### src/rtl/instruction_fetch.sv
// Instruction fetch unit.
// Keeps a fetch PC and issues in-order requests to instruction memory.
// Responses are queued in a small FIFO for the datapath.
// A credit rule keeps buffered entries plus in-flight requests within DEPTH,
// so the FIFO can never overflow.
// A redirect empties the FIFO, moves both PCs to the target, and marks every
// in-flight request to be discarded when its response returns.
//
// Ports:
//   clock, reset_n                 clock and asynchronous active-low reset
//   halt                           stops issue of new requests (RUN <-> HALTED)
//   redirect_valid, redirect_pc    branch/jump redirect; redirect_pc[1:0] are ignored
//   imem_req_valid/ready/addr      request channel to instruction memory
//   imem_rsp_valid/data            in-order response channel; always accepted
//   inst_valid/ready/data/pc       instruction channel to the datapath
//   fetch_idle                     nothing in flight, FIFO empty, and not in reset state
module instruction_fetch #(
  parameter logic [63:0] RESET_PC = 64'd0,
  parameter int unsigned DEPTH    = 2
) (
  input  logic        clock,
  input  logic        reset_n,
  input  logic        halt,
  input  logic        redirect_valid,
  input  logic [63:0] redirect_pc,
  output logic        imem_req_valid,
  input  logic        imem_req_ready,
  output logic [63:0] imem_req_addr,
  input  logic        imem_rsp_valid,
  input  logic [31:0] imem_rsp_data,
  output logic        inst_valid,
  input  logic        inst_ready,
  output logic [31:0] inst_data,
  output logic [63:0] inst_pc,
  output logic        fetch_idle
);

  localparam int unsigned CntW = $clog2(DEPTH + 1);
  localparam int unsigned PtrW = (DEPTH > 1) ? $clog2(DEPTH) : 1;

  typedef enum logic [1:0] {StRst, StRun, StHalted} state_e;

  state_e            r_state;
  logic [63:0]       r_fetch_pc;
  logic [63:0]       r_rsp_pc;
  logic [CntW-1:0]   r_outstanding;
  logic [CntW-1:0]   r_discard_cnt;
  logic [CntW-1:0]   r_buf_count;
  logic [PtrW-1:0]   r_head;
  logic [PtrW-1:0]   r_tail;
  logic [31:0]       r_buf_data [DEPTH];
  logic [63:0]       r_buf_pc   [DEPTH];

  logic              w_credit_ok;
  logic              w_req_fire;
  logic              w_push;
  logic              w_drop;
  logic              w_pop;
  logic [CntW-1:0]   w_outstanding_d;
  logic [63:0]       w_redirect_pc;
  logic              w_unused_redirect_lsb;

  // Pointer increment that wraps at DEPTH, so non-power-of-two depths work.
  function automatic logic [PtrW-1:0] ptr_inc(input logic [PtrW-1:0] p);
    if (p == PtrW'(DEPTH - 1)) begin
      return '0;
    end
    return p + PtrW'(1);
  endfunction

  assign w_redirect_pc         = {redirect_pc[63:2], 2'b00};
  assign w_unused_redirect_lsb = ^redirect_pc[1:0];

  // Buffered words plus in-flight requests (including ones to be discarded)
  // must stay below DEPTH before another request may go out.
  assign w_credit_ok = ({1'b0, r_buf_count} + {1'b0, r_outstanding}) < (CntW + 1)'(DEPTH);

  assign imem_req_valid = (r_state == StRun) && !redirect_valid && w_credit_ok;
  assign imem_req_addr  = r_fetch_pc;
  assign w_req_fire     = imem_req_valid && imem_req_ready;

  assign inst_valid = (r_buf_count != '0);
  assign inst_data  = r_buf_data[r_head];
  assign inst_pc    = r_buf_pc[r_head];
  assign w_pop      = inst_valid && inst_ready;

  // A response in the redirect cycle is dropped without touching discard_cnt;
  // it is already excluded from the outstanding count loaded into discard_cnt.
  assign w_drop = imem_rsp_valid && !redirect_valid && (r_discard_cnt != '0);
  assign w_push = imem_rsp_valid && !redirect_valid && (r_discard_cnt == '0);

  assign fetch_idle = (r_state != StRst) && (r_outstanding == '0) && (r_buf_count == '0);

  always_comb begin
    w_outstanding_d = r_outstanding;
    if (w_req_fire) begin
      w_outstanding_d = w_outstanding_d + CntW'(1);
    end
    if (imem_rsp_valid) begin
      w_outstanding_d = w_outstanding_d - CntW'(1);
    end
  end

  always_ff @(posedge clock or negedge reset_n) begin
    if (!reset_n) begin
      r_state       <= StRst;
      r_fetch_pc    <= RESET_PC;
      r_rsp_pc      <= RESET_PC;
      r_outstanding <= '0;
      r_discard_cnt <= '0;
      r_buf_count   <= '0;
      r_head        <= '0;
      r_tail        <= '0;
      for (int i = 0; i < DEPTH; i++) begin
        r_buf_data[i] <= '0;
        r_buf_pc[i]   <= '0;
      end
    end else begin
      case (r_state)
        StRst:    r_state <= StRun;
        StRun:    if (halt) r_state <= StHalted;
        StHalted: if (!halt) r_state <= StRun;
        default:  r_state <= StRst;
      endcase

      r_outstanding <= w_outstanding_d;

      if (redirect_valid) begin
        r_fetch_pc    <= w_redirect_pc;
        r_rsp_pc      <= w_redirect_pc;
        r_discard_cnt <= w_outstanding_d;
        r_buf_count   <= '0;
        r_head        <= '0;
        r_tail        <= '0;
      end else begin
        if (w_req_fire) begin
          r_fetch_pc <= r_fetch_pc + 64'd4;
        end
        if (w_drop) begin
          r_discard_cnt <= r_discard_cnt - CntW'(1);
        end
        if (w_push) begin
          r_buf_data[r_tail] <= imem_rsp_data;
          r_buf_pc[r_tail]   <= r_rsp_pc;
          r_tail             <= ptr_inc(r_tail);
          r_rsp_pc           <= r_rsp_pc + 64'd4;
        end
        if (w_pop) begin
          r_head <= ptr_inc(r_head);
        end
        case ({w_push, w_pop})
          2'b10:   r_buf_count <= r_buf_count + CntW'(1);
          2'b01:   r_buf_count <= r_buf_count - CntW'(1);
          default: r_buf_count <= r_buf_count;
        endcase
      end
    end
  end

endmodule

### config.mk
export PLATFORM = sky130hd
export DESIGN_NAME = instruction_fetch
export DESIGN_NICKNAME = d
export VERILOG_FILES = /design/src/rtl/instruction_fetch.sv
export SDC_FILE = /design/constraint.sdc
export NUM_CORES = 1
export LEC_CHECK = 0
export BUFFER_PORTS_ARGS = -buffer_cell sky130_fd_sc_hd__buf_2
export CORE_AREA = 2 2 216 218
export CTS_BUF_LIST = sky130_fd_sc_hd__clkbuf_16
export DETAILED_ROUTE_END_ITERATION = 12
export DIE_AREA = 0 0 218 220
export GPL_TIMING_DRIVEN = 0
export PLACE_DENSITY_LB_ADDON = 0.3
export RECOVER_POWER = 25
export SLEW_MARGIN = 20
export SYNTH_ARGS = -nofsm -noshare
export SYNTH_HDL_FRONTEND = slang
export SYNTH_SLANG_ARGS = --single-unit
export TNS_END_PERCENT = 1
### constraint.sdc
create_clock -name clock -period 5.3 [get_ports clock]
set_input_delay 1.06 -clock clock [delete_from_list [all_inputs] [get_ports clock]]
set_output_delay 1.06 -clock clock [all_outputs]
set_load 0.01 [all_outputs]
Yosys cells after proc, flatten, opt, wreduce, memory -nomap -nowiden. Index checks and enable logic that the tools add are counted.

Add/subtract/negate cells: 10. Magnitude comparators: 4. Eq/ne operators: 6. Muxes and demuxes: 39. Bitwise operators: 3. Reduce and logical (&&, ||, !) cells: 25.

Operator list (count): 2-to-1 mux 64 bit (8); adder 64 x 3 -> 64 bit (second input constant) (2); bitwise mux 128 bit (1); 2-to-1 mux 32 bit (4); bitwise mux 64 bit (1); demux 64 bit (select 1 bit) (1); demux 32 bit (select 1 bit) (1); 2-to-1 mux 1 bit (14); 2-to-1 mux 2 bit (7); nonzero test 2 bit (7); logical AND 1 bit (10); logical NOT 2 bit (4); case mux 2 bit (3 select lines) (1); subtractor 2 x 1 -> 2 bit (second input constant) (3); adder 2 x 1 -> 2 bit (second input constant) (2); == test 2 x 1 -> 1 bit (second input constant) (2); == test 2 bit (second input constant) (2); >= comparator 2 bit (second input constant) (2); != test 2 bit (second input constant) (2); inverter 1 -> 2 bit (2); case mux 2 bit (2 select lines) (1); AND reduction 2 bit (2); adder 2 x 2 -> 3 bit (1); less-than comparator 3 x 2 -> 1 bit (second input constant) (1); 5 further kinds (6).

Register bits: 330. Output and inout bits: 163. Logic and storage cells: 99.

Logic depth before layout (Yosys ltp). Gate-level depths: netlist of run 1.

Word-level depth: 8. Gate-level depth with buffers: 9.

Worst setup path before layout of run 1. OpenSTA, ideal clock, no wires.

Path type: input-to-output. Start: input redirect_valid. End: output imem_req_valid. Arrival: 1.922 ns. Required time: 4.240 ns. Slack: 2.318 ns. Stages on the path: 3. Buffers on the path: 2. Cells stage by stage: buf_1 -> clkbuf_1 -> nor4bb_1.

Longest elaborated chain between the ends: 3.

RTL lines: from (decl) (line 24) `input logic redirect_valid,`; logical NOT 1 bit (line 78) `assign imem_req_valid = (r_state == StRun) && !redirect_valid && w_credit_ok;`; logical AND 1 bit (2 in series) (line 78); to (decl) (line 26) `output logic imem_req_valid,`.

Every way passes these cells.

Worst setup path in the final report of run 1.
Start: register r_head. End: output inst_pc[27].

Longest elaborated chain between the ends: 4.

RTL lines: from (decl) (line 49) `logic [PtrW-1:0] r_head;`; from (signal assigned) (line 149) `r_head <= ptr_inc(r_head);`; inverter 1 -> 2 bit (not written as such) (line 84) `assign inst_pc = r_buf_pc[r_head];`; 2-to-1 mux 64 bit (not written as such) (3 in series) (line 84); to (decl) (line 34) `output logic [63:0] inst_pc,`.

Every way passes these cells. The select of a mux whose other input is x is not followed.

==> flow_metrics.tcl, run 1 <==
set metrics [dict create \
    grt_pass1_vias 11800 \
    min_period_ps 4100 \
    cts-hold-fix-buffers 0 \
    post-route-period-util_pct 77.3 \
    rsz0062_at_grt "no" \
    hp-start "r_buf_pc[28]" \
    synth_top_family_by_area "multiplexers" \
    synth.ff_latch_count 322 \
    fin_skew_ps 10.6 \
    fillCellCount 4501 \
    clock_path_buffers 3 \
    grt_remaining_overflow 0 \
    fin_hold_ws_ps 478 \
    holdPathStages 2 \
    reg2reg_from "r_discard_cnt[0]" \
    utilization_pct 42.0 \
    synth-edff-count 0 \
    cp_max_fo 10 \
    coreArea_mm2 0.0459 \
    reg2reg_depth 7 \
    crit_required_ps 4240 \
    worstMarginPinSlew_ps 2270 \
    worstSkewPairLatency_ps 540 \
    crit_chain "clkbuf_1 > buf_1 > clkbuf_1 > mux2_2 > buf_2" \
    synth_cells 1376 \
    status "finished, violations left" \
    timing.rr.end "r_buf_data[42]" \
    slowest_delay_ps 670 \
    grt_use_total_pct 20.4 \
    row_count 79 \
    p_leak_nw 8.57 \
    synth_simple_gate_area_share_pct 13.6 \
    dieWidth_um 218 \
    drtIter0Drc 951 \
    yosysWarnings 0 \
    finalPower_mw 9.17 \
    finalSetupViolCount 0 \
    drive_above_1_share_pct 38.7 \
    wirelength_mm 49.4 \
    fp.dieH_um 220 \
    vias 12200 \
    cp_top_family "buffers and inverters" \
    violations "max-capacitance violations, max-slew violations" \
    cts_tree "built" \
    hold_class "register to register" \
    pin_count 266 \
    initial_core_util_pct 34.5 \
    dieArea_mm2 0.0480 \
    placed_cell_area_mm2 0.0180 \
    startpoint_type "register" \
    antenna_found_initial 4 \
    maxSlewHeadroom_pct -51.5 \
    postSynthAreaPerCell_um2 11.5 \
    hold_viol 0 \
    ctsResizeCount 0 \
    worst_path_max_delay_cell "clkbuf_1" \
    cts_post_setup_buffers_inserted 0 \
    min_to "r_buf_pc[28]" \
    regToRegSetupSlack_ps 1850 \
    cap_violations 2 \
    vias_per_cell 5.26 \
    drc 0 \
    cts.htree.levels 2 \
    layout_common_cells "dfrtp_1 (322), mux2_2 (308), buf_2 (270)" \
    synth_ff_type "dfrtp_1" \
    grt_max_degree 91 \
    synth-xor-area-share_pct 4.87 \
    drt_pass1_iterations 6 \
    fin_area_mm2 0.0193 \
    ys_async_sr_fraction_pct 100 \
    path_class "register to primary output" \
    finish.net_count 1788 \
    synth_compound_area_share_pct 6.02 \
    power_density_mw_per_mm2 476 \
    cts_buffers 38 \
    finalSetupTns_ps 0 \
    port_buffers 258 \
    slew_violations 146 \
    hpwl_mm 36.9 \
    clk_pin_slew_ps 60 \
    arrival_ps 3040 \
    fmax_mhz 244 \
    clockRootBuffer "clkbuf_16" \
    synth.distinct_cells 61 \
    crit_top_cell "clkbuf_1" \
    postRouteAntennaNets 0 \
    wl_per_cell_um 21.3 \
    path_buf_inv 4 \
    critPathCaptureType "primary output" \
    clock-sinks 322 \
    grt_pass1_wl_mm 73.3 \
    synth-seq-area-share_pct 50.9 \
    yosys-mux-area-fraction_pct 21.9 \
    synth_adder_area_share_pct 0.442 \
    area_growth_pct 21.6 \
    syn_area_mm2 0.0158 \
    place_congestion 0.913 \
    final_common_cell "dfrtp_1" \
    peakVddDrop_mv 0.207 \
]
[metrics by stage]
step	setup slack, ps	std cells
2_1_floorplan	2320	1379
3_3_place_gp	-3090	2244
6_report	1200	2317
4_1_cts	1020	2316
5_1_grt	684	2317
3_5_place_dp	1340	2247
[cells by family (layout without fill, tap and decap cells)]
group                    Yosys count  count (layout)
AO/OA/AOI/OAI                    152             152
adder cells (fa/ha/maj)            5               5
flip-flops                       322             322
multiplexers                     308             308
buffers and inverters             89             419
AND/OR/NAND/NOR                  411             411
XOR/XNOR                          88              88
other                              1               5
[cell type report]
class	instances	area, um^2	area share, %
timing repair buffer	261	1350	7.01
antenna	1	2.50	0.0130
buffer	73	308	1.60
clock buffer	41	1030	5.33
multi-input combinational	968	7430	38.6
clock inverter	28	270	1.40
inverter	16	60.1	0.312
tap	607	759	3.94
sequential	322	8060	41.8
[routing by layer]
layer | track usage [%] | up-vias | part of all wire, %
met2 | 32.1 | 459 | 46
met3 | 4.22 | 84 | 7.1
met4 | 7.62 | 4 | 3.1
met1 | 27.7 | 6077 | 44
met5 | 0 | - | 0.051
li1 | - | 5568 | -
[worst min-delay path: stages (launching register included)]
cell and delay [ps]:
dfrtp_1 340, nand2_1 50, o21ai_0 60
[flip-flops by register name, indices dropped and copies added (netlist names)]
signal         cells
r_outstanding      2
r_state            2
r_buf_count        2
imem_req_addr     62
r_buf_pc         124
r_buf_data        64
r_tail             1
r_rsp_pc          62
r_discard_cnt      2
r_head             1
[cells in the mapped netlist, types with 11 or more instances]
library cell,instances,area [um^2]
xnor2_1,46,403
mux2_2,308,3470
o21ai_0,60,300
clkbuf_1,46,173
nor3_1,27,135
xor2_1,42,368
buf_2,14,70.1
a21oi_1,21,105
nor2_1,69,259
nor4_1,11,68.8
o211ai_1,15,113
and3_1,17,106
nand2_1,127,477
nand3_1,68,340
dfrtp_1,322,8060
nand4_1,33,206
inv_1,15,56.3
[where the power goes]
part | switching [mW] | internal (mW) | leakage [nW]
clock | 1.04 | 1.68 | 0.660
sequential | 0.482 | 3.21 | 4.00
combinational | 1.34 | 1.41 | 3.90
[worst max-delay path by stage]
stage / start / end / depth (start not counted)
finish: r_head / inst_pc[27] / 5
detailed placement: imem_rsp_valid / r_buf_data[34] / 6
floorplan: redirect_valid / imem_req_valid / 3
global placement: reset_n / r_buf_pc[21] / 1
CTS: r_head / inst_pc[27] / 5
global route: reset_n / r_buf_pc[85] / 3
Note: power is estimated with default switching activity, not from simulation.
==> inputs of run 2 (changes only) <==
==> constraint.sdc (replaced) <==
create_clock -name clock -period 3.67 [get_ports clock]
set_input_delay 0.734 -clock clock [delete_from_list [all_inputs] [get_ports clock]]
set_output_delay 0.734 -clock clock [all_outputs]
set_load 0.01 [all_outputs]
==> flow_metrics.tcl, run 2 (synthesized netlist as in run 1, its figures left out) <==
set metrics [dict create \
    status "finished, violations left" \
    violations "max-capacitance violations, max-slew violations" \
    path_class "register to register" \
    coreArea_mm2 0.0459 \
    critPathCapture "r_buf_data[42]" \
    port_buffers 258 \
    drtIter0Drc 1002 \
    finalSetupViolCount 0 \
    clock_path_buffers 3 \
    timing.rr.end "r_buf_data[42]" \
    crit_chain "inv_1 > ha_1 > nand2_1 > nor3_1 > clkbuf_1 > buf_2 > mux2_2" \
    clock-sinks 322 \
    maxSlewHeadroom_pct -56.1 \
    cts_buffers 38 \
    clockRootBuffer "clkbuf_16" \
    arrival_ps 3880 \
    drive_above_1_share_pct 38.9 \
    cts.htree.levels 2 \
    fp.dieH_um 220 \
    initial_core_util_pct 34.5 \
    row_count 79 \
    startpoint_type "register" \
    clk_pin_slew_ps 60 \
    wirelength_mm 49.4 \
    slew_violations 84 \
    reg2reg_depth 7 \
    postRouteAntennaNets 0 \
    pin_count 266 \
    utilization_pct 42.1 \
    hpwl_mm 36.9 \
    grt_use_met2_pct 32.1 \
    worstMarginPinSlew_ps 2340 \
    crit_required_ps 4090 \
    worstSkewPairLatency_ps 540 \
    met3_usage_pct 4.22 \
    cp_top_family "simple AND/OR/NAND/NOR gates" \
    antenna_found_initial 4 \
    largest_register_ffs 124 \
    fillCellCount 4495 \
    peakVddDrop_mv 0.299 \
    fin_hold_ws_ps 407 \
    worst_path_max_delay_cell "nor3_1" \
    dieWidth_um 218 \
    reg.largest.list "r_buf_pc x124, r_buf_data x64" \
    place_congestion 0.913 \
    fin_skew_ps 10.9 \
    fmax_mhz 289 \
    grt_pass1_wl_mm 73.3 \
    drt_pass1_iterations 5 \
    grt_max_degree 91 \
    path_buf_inv 3 \
    area_growth_pct 21.8 \
    grt.busiest_layer "met2" \
    final_common_cell "dfrtp_1" \
    worst-path-stages 7 \
    hold_viol 0 \
    top_register "r_buf_pc" \
    cts_tree "built" \
    placed_cells 2247 \
    dieArea_mm2 0.0480 \
    cts-hold-fix-buffers 0 \
    grt_pass1_vias 11800 \
    layout_common_cells "dfrtp_1 (322), mux2_2 (308), buf_2 (272)" \
    min_period_ps 3460 \
    p_leak_nw 8.59 \
    critPathCaptureType "register" \
    cap_violations 1 \
    power_density_mw_per_mm2 687 \
    vias 12200 \
    regToRegSetupSlack_ps 210 \
    reg2reg_from "r_discard_cnt[0]" \
    finish.cell_count_without_fillers 2317 \
    cp_max_fo 10 \
    wl_per_cell_um 21.3 \
    drc 0 \
    cp-startpoint "r_discard_cnt[0]" \
    hold_class "input pin to register" \
    slowest_delay_ps 910 \
    met1_usage_pct 27.7 \
    rsz0062_at_grt "no" \
    post-route-period-util_pct 94.4 \
    finish.net_count 1788 \
    grt_use_total_pct 20.4 \
    holdPathStages 2 \
    finalPower_mw 13.2 \
    grt_remaining_overflow 0 \
    vias_per_cell 5.25 \
]
run 2: area by class of cell:
class / instances / area, um^2 / area share (%)
plain buffers: 73 / 310 / 1.61
diodes: 1 / 2.50 / 0.0130
clock inverters: 28 / 270 / 1.40
inverters: 16 / 60.1 / 0.311
clock buffers: 41 / 1030 / 5.32
flip-flops and latches: 322 / 8060 / 41.8
multi-input cells: 968 / 7430 / 38.5
well taps: 607 / 759 / 3.94
repair buffers: 261 / 1370 / 7.12
run 2: stage by stage:
stage | setup TNS, ps | area (um^2) | setup slack (ps)
2_1_floorplan | 0 | 15900 | 1220
3_3_place_gp | -1393320 | 17900 | -4390
3_5_place_dp | 0 | 18000 | 33.4
4_1_cts | 0 | 19300 | 20.9
5_1_grt | 0 | 19300 | 43.3
6_report | 0 | 19300 | 206
run 2: worst min-delay path by stage:
stage                 startpoint                end
finish                      halt         r_state[0]
global route                halt         r_state[0]
CTS                      reset_n     r_buf_data[36]
detailed placement  r_buf_pc[28]       r_buf_pc[28]
global placement    r_buf_pc[49]       r_buf_pc[49]
floorplan                reset_n  imem_req_addr[10]
run 2: routing by layer:
layer  share of wire (%)  up-vias
met5               0.051        -
met4                 3.1        4
met3                 6.5       79
met2                  46      428
met1                  44     6097
li1                    -     5557
run 2: power breakdown:
part | leakage [nW] | internal [mW] | switching, mW
Combinational | 3.92 | 2.04 | 1.94
Clock | 0.660 | 2.42 | 1.51
Sequential | 4.00 | 4.63 | 0.695
run 2: what timing repair did:
action / 4_1_cts / 5_1_grt
gates resized for setup: 1 / 3
buffers inserted: 0 / 0
endpoints found under the setup margin: 50 / 10
gates cloned: 0 / 0
